### src/rtl/datamem_arb_pkg.sv
// Shared definitions for the two-port data-memory arbiter.
// Holds the FSM state encoding and the port index constants.
package datamem_arb_pkg;

   typedef enum logic [1:0] {
      IDLE   = 2'd0,
      ADDR   = 2'd1,
      ACCESS = 2'd2,
      DONE   = 2'd3
   } state_t;

   localparam logic PORT_CPU  = 1'b0;
   localparam logic PORT_DISP = 1'b1;

   function automatic logic [1:0] port_mask(input logic idx);
      return idx ? 2'b10 : 2'b01;
   endfunction

endpackage

### src/rtl/datamem_arb_rr.sv
// Two-way request picker: round-robin on last-served, or fixed
// priority with port 0 on top. Masked requests cannot win.
module datamem_arb_rr
   import datamem_arb_pkg::*;
#(
   parameter int FIXED_PRIO = 0
) (
   input  logic [1:0] i_req,
   input  logic       i_last,
   input  logic [1:0] i_mask,
   output logic       o_gnt,
   output logic       o_valid
);

   logic [1:0] w_elig;
   logic       w_top;

   always_comb begin
      w_elig  = i_req & ~i_mask;
      w_top   = i_req[0] ? PORT_CPU : PORT_DISP;
      o_gnt   = PORT_CPU;
      o_valid = 1'b0;
      if (FIXED_PRIO != 0) begin
         // A masked CPU still outranks the display, so the CPU is
         // picked up again from IDLE and the display may starve.
         o_gnt   = w_top;
         o_valid = (|i_req) && !i_mask[w_top];
      end else begin
         o_gnt   = (&w_elig) ? ~i_last : w_elig[1];
         o_valid = |w_elig;
      end
   end

endmodule

### src/rtl/datamem_arb.sv
// Arbitrates CPU and display-scanner access to a shared data memory
// through an IDLE -> ADDR -> ACCESS -> DONE Moore sequence.
module datamem_arb
   import datamem_arb_pkg::*;
#(
   parameter int ADDR_W     = 8,
   parameter int DATA_W     = 8,
   parameter int FIXED_PRIO = 0
) (
   input  logic              clk,
   input  logic              reset,
   input  logic              p0_req,
   input  logic              p1_req,
   input  logic              p0_we,
   input  logic              p1_we,
   input  logic [ADDR_W-1:0] p0_addr,
   input  logic [ADDR_W-1:0] p1_addr,
   input  logic [DATA_W-1:0] p0_wdata,
   input  logic [DATA_W-1:0] p1_wdata,
   output logic              p0_ack,
   output logic              p1_ack,
   output logic [DATA_W-1:0] p0_rdata,
   output logic [DATA_W-1:0] p1_rdata,
   output logic [DATA_W-1:0] mem_wbus,
   input  logic [DATA_W-1:0] mem_rbus,
   output logic              c_memaddr,
   output logic              c_dataread,
   output logic              c_datawrite,
   output logic              busy,
   output logic              gnt_id
);

   state_t            r_state;
   state_t            w_next;
   logic              r_gnt;
   logic              r_we;
   logic              r_last;
   logic [ADDR_W-1:0] r_addr;
   logic [DATA_W-1:0] r_wdata;
   logic [DATA_W-1:0] r_rd0;
   logic [DATA_W-1:0] r_rd1;
   logic              w_arb;
   logic              w_win;
   logic              w_valid;
   logic [1:0]        w_mask;

   assign w_arb  = (r_state == IDLE) || (r_state == DONE);
   // The port being acked may still hold req; keep it out this cycle.
   assign w_mask = (r_state == DONE) ? port_mask(r_gnt) : 2'b00;

   datamem_arb_rr #(
      .FIXED_PRIO(FIXED_PRIO)
   ) u_rr (
      .i_req   ({p1_req, p0_req}),
      .i_last  (r_last),
      .i_mask  (w_mask),
      .o_gnt   (w_win),
      .o_valid (w_valid)
   );

   always_comb begin
      w_next = r_state;
      unique case (r_state)
         IDLE:   w_next = w_valid ? ADDR : IDLE;
         ADDR:   w_next = ACCESS;
         ACCESS: w_next = DONE;
         DONE:   w_next = w_valid ? ADDR : IDLE;
      endcase
   end

   always_ff @(posedge clk) begin
      if (reset) begin
         r_state <= IDLE;
         r_gnt   <= PORT_CPU;
         r_last  <= PORT_DISP;
         r_we    <= 1'b0;
         r_addr  <= '0;
         r_wdata <= '0;
         r_rd0   <= '0;
         r_rd1   <= '0;
      end else begin
         r_state <= w_next;
         if (w_arb && w_valid) begin
            r_gnt   <= w_win;
            r_last  <= w_win;
            r_we    <= w_win ? p1_we    : p0_we;
            r_addr  <= w_win ? p1_addr  : p0_addr;
            r_wdata <= w_win ? p1_wdata : p0_wdata;
         end
         if ((r_state == ACCESS) && !r_we) begin
            if (r_gnt == PORT_DISP) r_rd1 <= mem_rbus;
            else                    r_rd0 <= mem_rbus;
         end
      end
   end

   always_comb begin
      c_memaddr   = 1'b0;
      c_dataread  = 1'b0;
      c_datawrite = 1'b0;
      mem_wbus    = '0;
      unique case (r_state)
         ADDR: begin
            c_memaddr = 1'b1;
            mem_wbus  = DATA_W'(r_addr);
         end
         ACCESS: begin
            c_datawrite = r_we;
            c_dataread  = ~r_we;
            mem_wbus    = r_we ? r_wdata : '0;
         end
         default: begin
         end
      endcase
   end

   assign busy     = (r_state != IDLE);
   assign gnt_id   = busy & r_gnt;
   assign p0_ack   = (r_state == DONE) && (r_gnt == PORT_CPU);
   assign p1_ack   = (r_state == DONE) && (r_gnt == PORT_DISP);
   assign p0_rdata = r_rd0;
   assign p1_rdata = r_rd1;

endmodule

### config.mk
export PLATFORM = sky130hd
export DESIGN_NAME = datamem_arb
export DESIGN_NICKNAME = d
export VERILOG_FILES = /design/src/rtl/datamem_arb_pkg.sv /design/src/rtl/datamem_arb_rr.sv /design/src/rtl/datamem_arb.sv
export SDC_FILE = /design/constraint.sdc
export NUM_CORES = 1
export LEC_CHECK = 0
export BUFFER_PORTS_ARGS = -buffer_cell sky130_fd_sc_hd__buf_4
export CORE_MARGIN = 3
export CORE_UTILIZATION = 40
export CTS_BUF_LIST = sky130_fd_sc_hd__clkbuf_16
export DETAILED_ROUTE_END_ITERATION = 8
export PLACE_DENSITY = 0.76
export SYNTH_ARGS = -nofsm -noshare
export SYNTH_HDL_FRONTEND = slang
export SYNTH_SLANG_ARGS = --single-unit
### constraint.sdc
create_clock -name clk -period 1.9 [get_ports clk]
set_clock_uncertainty 0.05 [all_clocks]
set_input_delay 0.095 -clock clk [delete_from_list [all_inputs] [get_ports clk]]
set_output_delay 0.095 -clock clk [all_outputs]
set_load 0.1 [all_outputs]
-- Yosys cells after proc, flatten, opt, wreduce, memory -nomap -nowiden
Index checks and enable logic that the tools add are counted.
- register bits after elaboration: 37
- bits of input ports: 46
- output and inout bits: 31
- word-level logic and storage cells: 43
- eq/ne operators: 3
- mux-type cells: 13
- bitwise gates (word level): 6
- reductions and logical operators: 13
- operators with widths (cell ; count):
    8-bit two-way mux ; 3
    8-bit case mux with 2 select lines ; 1
    1-bit two-way mux ; 6
    2-bit case mux with 3 select lines ; 1
    2-bit AND reduction ; 3
    2-bit == test, second input constant ; 2
    1-bit logical AND ; 4
    2-bit two-way mux ; 2
    2-bit OR reduction ; 2
    1-bit NOT ; 3
    2-bit bitwise AND ; 1
    2-bit by 1-bit == test with 1-bit output, second input constant ; 1
    2-bit zero test ; 1
    2-bit NOT ; 1
    2-bit nonzero test ; 1
    1-bit bitwise AND ; 1
    1-bit zero test ; 1
    1-bit logical OR ; 1

-- Longest topological paths before layout
Gate-level depths: netlist (run 1).
- depth after elaboration: 7
- mapped depth: 8
- mapped depth without buffers: 6

-- Cells and area by module
From an unflattened synthesis (run 1), not the netlist that was laid out.
- cell total of the unflattened synthesis: 200
- area, all modules: 1742.9 um^2
- modules (own cells, without submodules) (module ; instances ; cells each ; area each (um^2) ; seq. area each (um^2)):
    datamem_arb ; 1 ; 195 ; 1704.1 ; 740.7
    datamem_arb_rr ; 1 ; 5 ; 38.8 ; 0.0

-- Worst setup path after synthesis (run 1)
Ideal clock, no wire load.
- kind: flip-flop to output port
- start: reg r_state[0]
- end: out mem_wbus[0]
- arrival time: 3.140 ns
- required time: 1.755 ns
- setup slack: -1.385 ns
- cell stages (with the launch flop): 7
- path buffers: 1
- cells stage by stage: dfxtp_1 inv_1 ha_1 and2_1 clkbuf_1 a22oi_1 nor2_1
- longest elaborated chain between the ends: 2
- elaborated cells between the ends (all ways): 3
- classes of those cells: eq/ne: 2; mux: 1
- RTL lines (element ; line ; RTL):
    start: declaration ; datamem_arb.sv:33 ; state_t r_state;
    start signal: assignment ; datamem_arb.sv:82 ; r_state <= w_next;
    2-bit == test / 2-bit by 1-bit == test with 1-bit output (equally long branches) ; datamem_arb.sv:102 ; unique case (r_state)
    8-bit case mux with 2 select lines * ; datamem_arb.sv:102 ;
    end: declaration ; datamem_arb.sv:24 ; output logic [DATA_W-1:0] mem_wbus,
Mark *: on every way between the ends. The rest lies on a longest branch, timed or not.

-- Final worst setup path (run 1)
- start: reg r_state[1]
- end: out mem_wbus[1]
The elaborated chain is that of the path after synthesis.

==> results.md, run 1 <==
* RSZ-0062 raised after global routing: no
* WL final at between 4 and 5 mm
* Worst slew pin tran at just under 0.5 ns
* Avg Cell Area, Syn at between 8 and 9 sq um
* Die Width at approximately 73 microns
* Post-Syn Area at 1799 sq um
* Share of layout cells above drive strength 1 at 44.95%
* Max-Slew Margin vs Limit at between 60% and 70%
* Status: complete, no violations
* Metal3 WL at about 240 microns
* Multi-input logic area at around 1100 sq um
* VDD IR-drop max at between 900 and 1000 uV
* Period utilization at between 90 and 100%
* Max-Cap Viols at 0
* Vias per inst at roughly 5
* Starting Density at around 43%
* # fillers at ~330
* Diodes inserted at 0
* Static Leak at ~1.2 nW
* Post-DP HPWL at 3.370 mm
* CTS Sinks at 37
* Startpoint types: flip-flop
* Power Dens Cells at 1773 nW/um^2
* Fmax achieved at 0.5526 GHz
* Routed wl met2 at 2.382 mm
* # DRC at 0
* Class of the worst hold path: in2reg
* Setup TNS at 0 ns
* #FFs+latches synth at 37
* Die height at approximately 73 microns
* Crit Path Category: reg2out
* CTS Buf Count at 5
* Flop2flop setup slack at around 0.20 ns
* Post-Syn Instances at between 200 and 250
* Clk_lat worst skew at ~0.27 ns
* Reg area at ~740 sq um
* Placed inst area at about 2500 sq um
* Yosys warnings at 0
* Post-synthesis sequential area ratio at about two fifths
* Critical path fanouts, max at 11
* Final Net Count at around 340
* Largest net degree at the start of global routing at 38
* WL/cell at 14.10 microns
* H-Tree Depth at 2
* Antenna violations before repair at 0
* Top routing layer in use: met4
* Area of the core at 4173 sq um
* Clock slew at reported path FFs at roughly 0.05 ns
* Num ports at a little under 80
* Final setup fails at 0
* GPL Wtd Cong at a little under 0.8
* Root Driver: clkbuf_16
* Vias in the first global route at roughly 1600
* Design Area, Final at ~2800 sq um
* GR Overflow Total at 0
* Via count at 1721
* Met1 WL at around 2.1 mm
* CTS Buffer Depth at 2
* TritonCTS clock tree: built
* Worst setup EP type: primary output
* First-pass GRT wire length at approximately 7.6 mm
* Most common cell after layout, fill and taps aside: buf_4
* Drt first pass iters at 4
* Total Routing Usage GR at 18.25%
* Most frequent cells in the layout: buf_4 (75), nand2_1 (44), dfxtp_1 (37)
* Synthesis-to-layout area growth at 53.62%
* Final ANT Viol Nets at 0
* Slew Limit Fails at 0
* Synth cell types at 23
* Worst Path Required at 1.75 ns
* IO buf count at 76
* Die area at 5338 sq um
* Hold Vio Cnt, Final at 0
* Period minus WS final at around 1.8 ns
* Row count at 23
* CP Data Arrival Time at approximately 1.7 ns
* Net Count, Synth at between 200 and 300
* DRT iter0 DRCs at roughly 130
==> worst paths after layout <==
kind,start,endpoint,depth (start not counted)
setup reg to reg,r_state[1],r_wdata[6],7
hold / removal,mem_rbus[0],p0_rdata[0],3
setup / recovery,r_state[1],mem_wbus[1],6
hold reg to reg,r_last,r_last,2
==> metal layers <==
| metal | track usage, % | vias up |
|---|---|---|
| li1 | - | 869 |
| met1 | 24.30 | 798 |
| met2 | 29.00 | 50 |
| met3 | 4.683 | 4 |
| met4 | 5.328 | 0 |
| met5 | 0 | - |
==> cell usage after synthesis <==
cell type	instances	area [sq um]
nand2_1	44	165.2
dfxtp_1	37	740.7
nor2_1	37	138.9
a311oi_2	17	255.2
a21oi_1	9	45.04
a22oi_1	8	60.06
mux2i_1	8	80.08
nand3_1	8	40.04
clkbuf_1	7	26.28
inv_1	7	26.28
ha_1	5	62.56
and2_1	4	25.02
buf_2	4	20.02
buf_4	4	30.03
buf_6	2	22.52
a21boi_2	1	11.26
a2bb2oi_1	1	8.760
nand2b_1	1	6.260
nand3b_1	1	7.510
nor2b_1	1	6.260
nor3_1	1	5.000
o21ai_1	1	5.000
o221a_1	1	11.26
==> kinds of logic after synthesis <==
| family | Yosys count | share of synthesized area (%) |
|---|---|---|
| AOI/OAI and AO/OA | 38 | 22.04 |
| DFF | 37 | 41.17 |
| muxes | 8 | 4.451 |
| and+or+nand+nor | 97 | 21.91 |
| buffers and inverters | 24 | 6.955 |
| adders and majority gates | 5 | 3.477 |
==> per-stage QoR <==
| stage | hold WS, ns | power (mW) | worst slack, ns | util [%] | cells |
|---|---|---|---|---|---|
| 2_1_floorplan | 0.1922 | 3.388 | 0.006288 | - | 209 |
| 3_3_place_gp | 0.2993 | 3.858 | 0.2635 | 60.12 | 328 |
| 3_5_place_dp | 0.3076 | 3.908 | 0.1770 | 60.12 | 328 |
| 4_1_cts | 0.02437 | 4.714 | -0.02155 | 63.96 | 336 |
| 5_1_grt | 0.02933 | 5.158 | 0.01056 | 66.24 | 337 |
| 6_report | 0.02617 | 4.901 | 0.09024 | 66.24 | 337 |
==> registers in the layout, summed over array words and instances, names as in the netlist <==
| name | flops |
|---|---|
| p0_rdata | 8 |
| p1_rdata | 8 |
| r_addr | 8 |
| r_gnt | 1 |
| r_last | 1 |
| r_state | 2 |
| r_wdata | 8 |
| r_we | 1 |
==> where the power goes <==
group	internal, mW	switching, mW	total, mW
logic	1.00	1.94	2.94
registers	1.04	0.168	1.21
clock network	0.470	0.281	0.751
total	2.51	2.39	4.90
==> area by class of cell <==
| cell class | instances | share of cell area [%] |
|---|---|---|
| inverter | 7 | 0.9507 |
| multi-input combinational | 148 | 38.25 |
| sequential | 37 | 26.80 |
| clock buffer | 5 | 4.527 |
| timing repair buffer | 87 | 26.80 |
| tap | 50 | 2.263 |
| clock inverter | 3 | 0.4074 |
==> repair_timing <==
| item | CTS | global route |
|---|---|---|
| setup buffers | 0 | 0 |
| hold buffers | 0 | 0 |
| resized for setup | 5 | 16 |
| cloned | 0 | 1 |
| endpoints found under the setup margin | 7 | 9 |
==> critical path, stage by stage, from the launching register on <==
cell	delay [ns]
dfxtp_1	0.36
inv_1	0.12
ha_1	0.30
inv_1	0.08
buf_6	0.19
nor2_4	0.12
buf_6	0.22
(Power assumes the default switching activity.)
==> inputs of run 2 (changes only) <==
--- a/config.mk
+++ b/config.mk
@@ -11,6 +11,7 @@
 export CTS_BUF_LIST = sky130_fd_sc_hd__clkbuf_16
 export DETAILED_ROUTE_END_ITERATION = 8
 export PLACE_DENSITY = 0.76
+export RECOVER_POWER = 100
 export SYNTH_ARGS = -nofsm -noshare
 export SYNTH_HDL_FRONTEND = slang
 export SYNTH_SLANG_ARGS = --single-unit
==> results.md, run 2 (synthesis results as in run 1) <==
* Status: complete, no violations
* CP Data Arrival Time at about 1.7 ns
* Total Routing Usage GR at 18.25%
* Post-CTS Hold Buffers at 0
* WL/cell at ~14 microns
* Die height at 73.07 microns
* Worst Setup Slack, final at 0.08411 ns
* Worst setup EP type: primary output
* Worst slew pin tran at around 0.56 ns
* Largest net degree at the start of global routing at 38
* Hold endpoint: p0_rdata[0]
* Power Dens Cells at 1774 nW/um^2
* Num ports at just under 80
* GR Overflow Total at 0
* Critical path fanouts, max at 11
* RSZ-0062 raised after global routing: no
* Inst Count DP at approximately 330
* Period utilization at between 90% and 100%
* H-Tree Depth at 2
* Final Net Count at about 340
* Area of the core at between 4000 and 5000 sq um
* Fmax achieved at around 0.55 GHz
* Most frequent cells in the layout: buf_4 (51), nand2_1 (44), dfxtp_1 (37)
* Critical hold path startpoint: mem_rbus[0]
* Antenna violations before repair at 0
* CTS Buffer Depth at 2
* Crit Path Category: reg2out
* CTS Buf Count at 5
* Design Area, Final at 2606 sq um
* Die area at 5338 sq um
* Startpoint types: flip-flop
* WHS at about 0.027 ns
* First-pass GRT wire length at 7.583 mm
* Crit. Startpoint: r_state[1]
* Worst slack, placed at between 0.15 and 0.2 ns
* Worst R2R End: r_addr[1]
* Starting Density at between 40% and 50%
* Max-Cap Viols at 0
* Die Width at between 70 and 80 microns
* Most common cell after layout, fill and taps aside: buf_4
* # DRC at 0
* VDD IR-drop max at 893.7 uV
* Vias in the first global route at 1597
* Static Leak at around 1.1 nW
* Row count at 23
* CTS Sinks at 37
* Max-Slew Margin vs Limit at between 60% and 70%
* Period minus WS final at about 1.8 ns
* Placed inst area at ~2500 sq um
* Diodes inserted at 0
* Vias per inst at between 5 and 6
* Cells on worst reg2reg path at 6
* Class of the worst hold path: in2reg
* Clock slew at reported path FFs at 0.05 ns
* Worst Hold Depth at 3
* GPL Wtd Cong at ~0.77
* Switching share of total power at around half
* Clock network power share at between 15 and 20%
* Post-DP HPWL at between 3 and 4 mm
* Drt first pass iters at 4
* Pint at around 2.3 mW
* Psw at 2.296 mW
* Via count at 1713
* Share of layout cells above drive strength 1 at between 40% and 50%
* Clk_lat worst skew at about 0.27 ns
* Fin util at approximately 62%
* Synthesis-to-layout area growth at 44.85%
* Final setup fails at 0
* IO buf count at 76
* Worst Path Required at 1.75 ns
* Root Driver: clkbuf_16
* WL final at about 4.7 mm
* # Post-CTS Setup Buffers at 0
* Fin cells at 337
* DRT iter0 DRCs at between 100 and 150
* Final ANT Viol Nets at 0
* # fillers at roughly 370
* Flop2flop setup slack at around 0.18 ns
* Hold Vio Cnt, Final at 0
* Critical R2R Launch: r_state[1]
* Slew Limit Fails at 0
* Sequential share of power at 26.1%
* Logic gate share of total power at 57.6%
* TritonCTS clock tree: built
## run 2: cell type report
class	instances	area [sq um]	share of cell area, %
clock inverter	3	11.26	0.4321
inverter	7	26.28	1.008
clock buffer	5	125.1	4.801
multi-input combinational	148	977.2	37.49
timing repair buffer	87	663.1	25.44
tap	50	62.56	2.400
sequential	37	740.7	28.42
## run 2: routing by layer
layer  share of wire, %  up-vias  wire [microns]  GRT usage [%]
met2                 50       49            2372          29.00
met5                  0        -               0              0
li1                   -      868               -              -
met3                5.1        4             242          4.683
met1                 44      792            2091          24.30
met4               0.80        0              38          5.328
## run 2: through the flow
step / setup TNS, ns / power [mW]
3_3_place_gp: 0 / 3.858
6_report: 0 / 4.624
3_5_place_dp: 0 / 3.908
2_1_floorplan: 0 / 3.388
4_1_cts: -0.04183 / 4.714
5_1_grt: 0 / 4.878
## run 2: repair_timing
action | 4_1_cts | 5_1_grt
resized for setup | 5 | 16
gates cloned | 0 | 1
endpoints found under the setup margin | 7 | 9
## run 2: worst max path at each step
stage                  endpoint  depth (start not counted)  slack (ns)
finish              mem_wbus[0]                          6        0.08
global route        mem_wbus[0]                          6        0.01
CTS                 mem_wbus[0]                          7       -0.02
detailed placement    r_addr[1]                          7        0.18
global placement           r_we                          6        0.26
floorplan           mem_wbus[0]                          6       0.006
## run 2: power groups by stage
stage	clock network, mW	logic (mW)	registers, mW
finish	0.753	2.66	1.21
global route	0.803	2.84	1.23
CTS	0.766	2.76	1.19
detailed placement	0	2.71	1.19
global placement	0	2.67	1.19
floorplan	0	1.94	1.45
## run 2: critical path: stages, from the launching register on
cell and delay, ns:
dfxtp_1 0.37, inv_1 0.12, ha_1 0.30, inv_1 0.08
buf_6 0.19, nor2_2 0.11, buf_6 0.23
